## config.mk

```make
export PLATFORM = sky130hd
export DESIGN_NAME = filtro_pb200_ctrl
export DESIGN_NICKNAME = d
export VERILOG_FILES = /design/src/rtl/filtro_pb200_ctrl.sv
export SDC_FILE = /design/constraint.sdc
export NUM_CORES = 1
export LEC_CHECK = 0
export CORE_UTILIZATION = 30
export CTS_CLUSTER_DIAMETER = 40
export DETAILED_ROUTE_END_ITERATION = 16
export PLACE_DENSITY = 0.71
export REMOVE_ABC_BUFFERS = 1
export SLEW_MARGIN = 10
export SYNTH_ARGS = -nofsm -noshare
export SYNTH_HDL_FRONTEND = slang
export SYNTH_SLANG_ARGS = --single-unit
```

## constraint.sdc

```tcl
create_clock -name clk -period 1.67 [get_ports clk]
set_clock_uncertainty 0.2 [all_clocks]
set_input_delay 0.167 -clock clk [delete_from_list [all_inputs] [get_ports clk]]
set_output_delay 0.167 -clock clk [all_outputs]
set_load 0.01 [all_outputs]
```

## src/rtl/filtro_pb200_ctrl.sv

```systemverilog
// Sequencing controller for the 200 Hz second-order low-pass IIR datapath (direct form II).
// For every sample strobe it runs one fixed schedule of five multiply-add operations on the
// shared registered arithmetic unit (resultado = dato1*dato2 + dato3):
//   f(k) = u(k) + c0*f(k-1) + c1*f(k-2)
//   y(k) = b0*f(k) + b1*f(k-1) + b0*f(k-2)
// It drives only enables and mux selects; it never touches data.
//
// Ports:
//   clk      system clock
//   reset    synchronous, active-low reset
//   start    one-cycle sample strobe (new uk valid)
//   en1..en7 load strobes: Y, F, F1, F2, acum1, acum2, acum3
//   selmuxS  signal select      (0 fk, 1 fk1, 2 fk2)
//   selmuxC  coefficient select (0 c0, 1 c1, 2 b0, 3 b1)
//   selmuxZ  addend select      (0 zero, 1 uk, 2 acum1, 3 acum2, 4 acum3)
//   busy     schedule in progress
//   done     one-cycle pulse, yk updated
//   overrun  sticky: start seen while busy
module filtro_pb200_ctrl #(
  parameter int unsigned ARIT_LAT = 1  // 1..4
) (
  input  logic       clk,
  input  logic       reset,
  input  logic       start,
  output logic       en1,
  output logic       en2,
  output logic       en3,
  output logic       en4,
  output logic       en5,
  output logic       en6,
  output logic       en7,
  output logic [2:0] selmuxS,
  output logic [1:0] selmuxC,
  output logic [2:0] selmuxZ,
  output logic       busy,
  output logic       done,
  output logic       overrun
);

  // Order matters: each ISS is followed by its WAIT, and OP4_WAIT by DONE, so "+1" advances.
  typedef enum logic [3:0] {
    StIdle,
    StShift,
    StOp0Iss, StOp0Wait,
    StOp1Iss, StOp1Wait,
    StOp2Iss, StOp2Wait,
    StOp3Iss, StOp3Wait,
    StOp4Iss, StOp4Wait,
    StDone
  } state_e;

  localparam logic [1:0] LastCnt = 2'(ARIT_LAT - 1);

  state_e     state_q, state_d;
  logic [1:0] cnt_q, cnt_d;
  logic       overrun_q, overrun_d;

  logic [6:0] en_vec;   // bit 0 = en1 ... bit 6 = en7
  logic [6:0] op_en;    // enable owned by the current op
  logic       op_wait;  // current state is an OPn_WAIT

  // Next-state logic
  always_comb begin
    state_d = state_q;
    cnt_d   = cnt_q;
    unique case (state_q)
      StIdle:  if (start) state_d = StShift;
      StShift: state_d = StOp0Iss;
      StOp0Iss, StOp1Iss, StOp2Iss, StOp3Iss, StOp4Iss: begin
        state_d = state_e'(state_q + 4'd1);
        cnt_d   = 2'd0;
      end
      StOp0Wait, StOp1Wait, StOp2Wait, StOp3Wait, StOp4Wait: begin
        if (cnt_q == LastCnt) state_d = state_e'(state_q + 4'd1);
        else                  cnt_d   = cnt_q + 2'd1;
      end
      StDone:  state_d = StIdle;
      default: state_d = StIdle;
    endcase
  end

  // Output decode
  always_comb begin
    en_vec  = 7'b0;
    op_en   = 7'b0;
    op_wait = 1'b0;
    selmuxS = 3'd0;
    selmuxC = 2'd0;
    selmuxZ = 3'd0;
    done    = 1'b0;
    busy    = (state_q != StIdle);
    unique case (state_q)
      StShift: en_vec = 7'b0001100;  // en3 and en4 shift the delay line together
      StOp0Iss, StOp0Wait: begin
        selmuxS = 3'd1; selmuxC = 2'd0; selmuxZ = 3'd1; op_en = 7'b0010000;
        op_wait = (state_q == StOp0Wait);
      end
      StOp1Iss, StOp1Wait: begin
        selmuxS = 3'd2; selmuxC = 2'd1; selmuxZ = 3'd2; op_en = 7'b0000010;
        op_wait = (state_q == StOp1Wait);
      end
      StOp2Iss, StOp2Wait: begin
        selmuxS = 3'd0; selmuxC = 2'd2; selmuxZ = 3'd0; op_en = 7'b0100000;
        op_wait = (state_q == StOp2Wait);
      end
      StOp3Iss, StOp3Wait: begin
        selmuxS = 3'd1; selmuxC = 2'd3; selmuxZ = 3'd3; op_en = 7'b1000000;
        op_wait = (state_q == StOp3Wait);
      end
      StOp4Iss, StOp4Wait: begin
        selmuxS = 3'd2; selmuxC = 2'd2; selmuxZ = 3'd4; op_en = 7'b0000001;
        op_wait = (state_q == StOp4Wait);
      end
      StDone:  done = 1'b1;
      default: ;
    endcase
    // Result is valid only in the final WAIT cycle
    if (op_wait && (cnt_q == LastCnt)) en_vec = op_en;
  end

  assign overrun_d = overrun_q | (start & busy);

  always_ff @(posedge clk) begin
    if (!reset) begin
      state_q   <= StIdle;
      cnt_q     <= 2'd0;
      overrun_q <= 1'b0;
    end else begin
      state_q   <= state_d;
      cnt_q     <= cnt_d;
      overrun_q <= overrun_d;
    end
  end

  assign {en7, en6, en5, en4, en3, en2, en1} = en_vec;
  assign overrun = overrun_q;

endmodule
```

==> results.yml <==
clock_tree:
  path_clk_slew_ps: 50
  clk_latency_ps: 260
  clock-sinks: 7
  cts_tree: "built"
  clock_path_buffers: 2
  numCtsBuffers: 3
  cts_max_level: 1
  cts_hold_buf: 0
  cts_root_buffer: "clkbuf_4"
setup_path:
  worstPathMaxFanout: 4
  critPathSlowestCell: "or3b_4"
  crit_type: "reg -> reg"
  worst_setup_path_start_kind: "flip-flop"
  r2r_slack_ps: -220
  worst-path-buf-inv: 2
  worstPathRequired_ps: 1600
  crit_path_end_kind: "flip-flop"
  arrival_ps: 1820
  crit_chain: "inv_4 > ha_4 > buf_6 > or3b_4 > or2_4 > a21oi_2 > a311oi_2"
  crit_family: "simple AND/OR/NAND/NOR gates"
  critical-path-max-stage-delay_ps: 400
die:
  die_x_um: 47.0
  dieArea_um2: 2210
  die_h_um: 47.0
  io_pins: 21
  core_region_area_um2: 1820
  rows: 15
  start_util: 0.334
detailed_routing:
  drtPass1Iterations: 4
  first_iter_violations: 30
  viasPerCell: 5.16
  wirelength_um: 2540
  drc_errors: 0
  wire_per_inst_um: 14.9
  drt.antenna.violating_nets: 0
  vias: 877
sta:
  max_freq_mhz: 529
  rsz0062_at_grt: "true"
  finalHoldWorstSlack_ps: 312
  setup_violations: 22
  hold_viol_final: 0
  fin_crit_ps: 1890
  fin_ws_ps: -221
  final.period_utilization: 1.13
  finalMaxSlewViolations: 0
  fin_setup_tns_ps: -3210
status:
  failed_checks: "negative setup slack"
  status: "complete, but fails checks"
final_layout:
  multi_input_area_um2: 627
  register_area_um2: 149
  synthToLayoutAreaGrowth_pct: 122
  layoutNonFillerInstCount: 170
  nFillCells: 136
  antennaDiodeCount: 0
  drive_above_1_share: 0.703
  finalNetCount: 154
job:
  drv_cap: 0
pwr:
  total_power_mw: 2.16
  powerDensity_nw_per_um2: 1600
  ir_drop_uv: 1260
  leakage_nw: 0.612
global_route:
  grt-ovfl-total: 0
  grt_pass1_vias: 845
  grt_util_all_layers: 0.245
  antenna_found_initial: 0
  grt_pass1_wl_um: 3700
  grt_max_degree: 11
yosys:
  yosys_warnings: 0
  yosysUniqueCellTypes: 34
  syn_area_um2: 608
  synth_seq_cells: 7
  syn_inst: 82
  synth_seq_area_share: 0.230
  syn_area_per_cell_um2: 7.42
place:
  dp.cells: 153
  dp_hpwl_um: 1500
  portBuffers: 19
  gp_congestion: 0.875
min_path:
  worst_hold_path_type: "reg -> reg"
-- metrics by stage --
| stage | setup slack (ps) | area [µm²] | util |
|---|---|---|---|
| finish | -221 | 1350 | 0.742 |
| global route | -268 | 1350 | 0.742 |
| CTS | -209 | 1270 | 0.698 |
| detailed placement | -437 | 1040 | 0.569 |
| global placement | -364 | 1040 | 0.569 |
| floorplan | -210 | 582 | - |
-- worst min-delay path, stage by stage, from the launching register on --
cell and delay (ps):
dfxtp_1 330, a21oi_1 50, nor2_1 90
-- layout make-up --
cell class	count	area share
clock buffers	4	0.0195
flip-flops and latches	7	0.110
multi-input cells	64	0.464
inverters	7	0.0250
repair buffers	63	0.358
well taps	25	0.0232
-- path summary, 6_finish.rpt --
kind,start,endpoint,cells past startpoint
max,state_q[1],state_q[1],7
min,overrun,overrun,2
max reg2reg,state_q[1],state_q[1],7
min reg2reg,overrun,overrun,2
-- cell usage after synthesis, drive strengths merged --
| master | number | area (µm²) |
|---|---|---|
| a211o | 1 | 8.76 |
| a211oi | 4 | 30.0 |
| a21boi | 1 | 7.51 |
| a21o | 1 | 7.51 |
| a21oi | 9 | 45.0 |
| a22oi | 1 | 7.51 |
| a311oi | 1 | 15.0 |
| a31o | 1 | 8.76 |
| a32o | 1 | 10.0 |
| a41o | 1 | 10.0 |
| and2 | 1 | 8.76 |
| and3 | 2 | 13.8 |
| buf | 3 | 22.5 |
| clkbuf | 1 | 3.75 |
| conb | 1 | 3.75 |
| dfxtp | 7 | 140 |
| ha | 5 | 62.6 |
| inv | 7 | 26.3 |
| nand2 | 8 | 30.0 |
| nand2b | 2 | 12.5 |
| nand3 | 2 | 10.0 |
| nand4 | 1 | 6.26 |
| nor2 | 9 | 33.8 |
| nor3 | 1 | 5.00 |
| o211a | 1 | 10.0 |
| o211ai | 1 | 7.51 |
| o21ai | 3 | 15.0 |
| o22ai | 2 | 12.5 |
| o31ai | 1 | 7.51 |
| or2 | 1 | 8.76 |
| or3 | 1 | 6.26 |
| or3b | 1 | 11.3 |
-- kinds of logic after synthesis --
family | synth area share
AO/OA/AOI/OAI | 0.333
adder cells (fa/ha/maj) | 0.103
buffers and inverters | 0.0864
flip-flops | 0.230
other | 0.00617
AND/OR/NAND/NOR | 0.241
-- sequential cells by signal (all words and copies together) (netlist names) --
signal	cells
state_q	4
cnt_q	2
overrun	1
-- per-layer routing --
metal,vias to the layer above,wire length [µm],GRT usage
met2,30,1400,0.481
met1,416,995,0.240
li1,422,-,-
met3,9,75,0.0115
met5,-,0,0
met4,0,71,0.177
-- power by group --
group          internal [mW]  switching, mW  total [mW]
Combinational          0.957          0.752        1.71
Sequential             0.217         0.0744       0.292
Clock                 0.0915         0.0671       0.159
Total                   1.27          0.893        2.16
-- layout by cell type (no fill, tap or decap), types with 2 or more instances in the layout --
cell | Yosys | layout
dfxtp_1 | 7 | 4
clkbuf_4 | 0 | 3
nand2_1 | 8 | 5
ha_4 | 0 | 5
clkdlybuf4s50_1 | 0 | 3
a211oi_2 | 0 | 4
nor2_1 | 9 | 6
a21oi_2 | 0 | 6
nand2_2 | 0 | 2
nor2_4 | 0 | 2
a21oi_1 | 9 | 2
inv_1 | 7 | 5
dfxtp_4 | 0 | 2
buf_4 | 3 | 36
buf_6 | 0 | 10
nand3_1 | 2 | 2
buf_2 | 0 | 14
-- what timing repair did --
item | in CTS | in global routing
pin swaps | 12 | 13
buffers inserted | 8 | 6
gates resized for setup | 119 | 9
endpoints found under the setup margin | 23 | 22
hold endpoints to repair | 0 | 0
(Power assumes the default switching activity.)
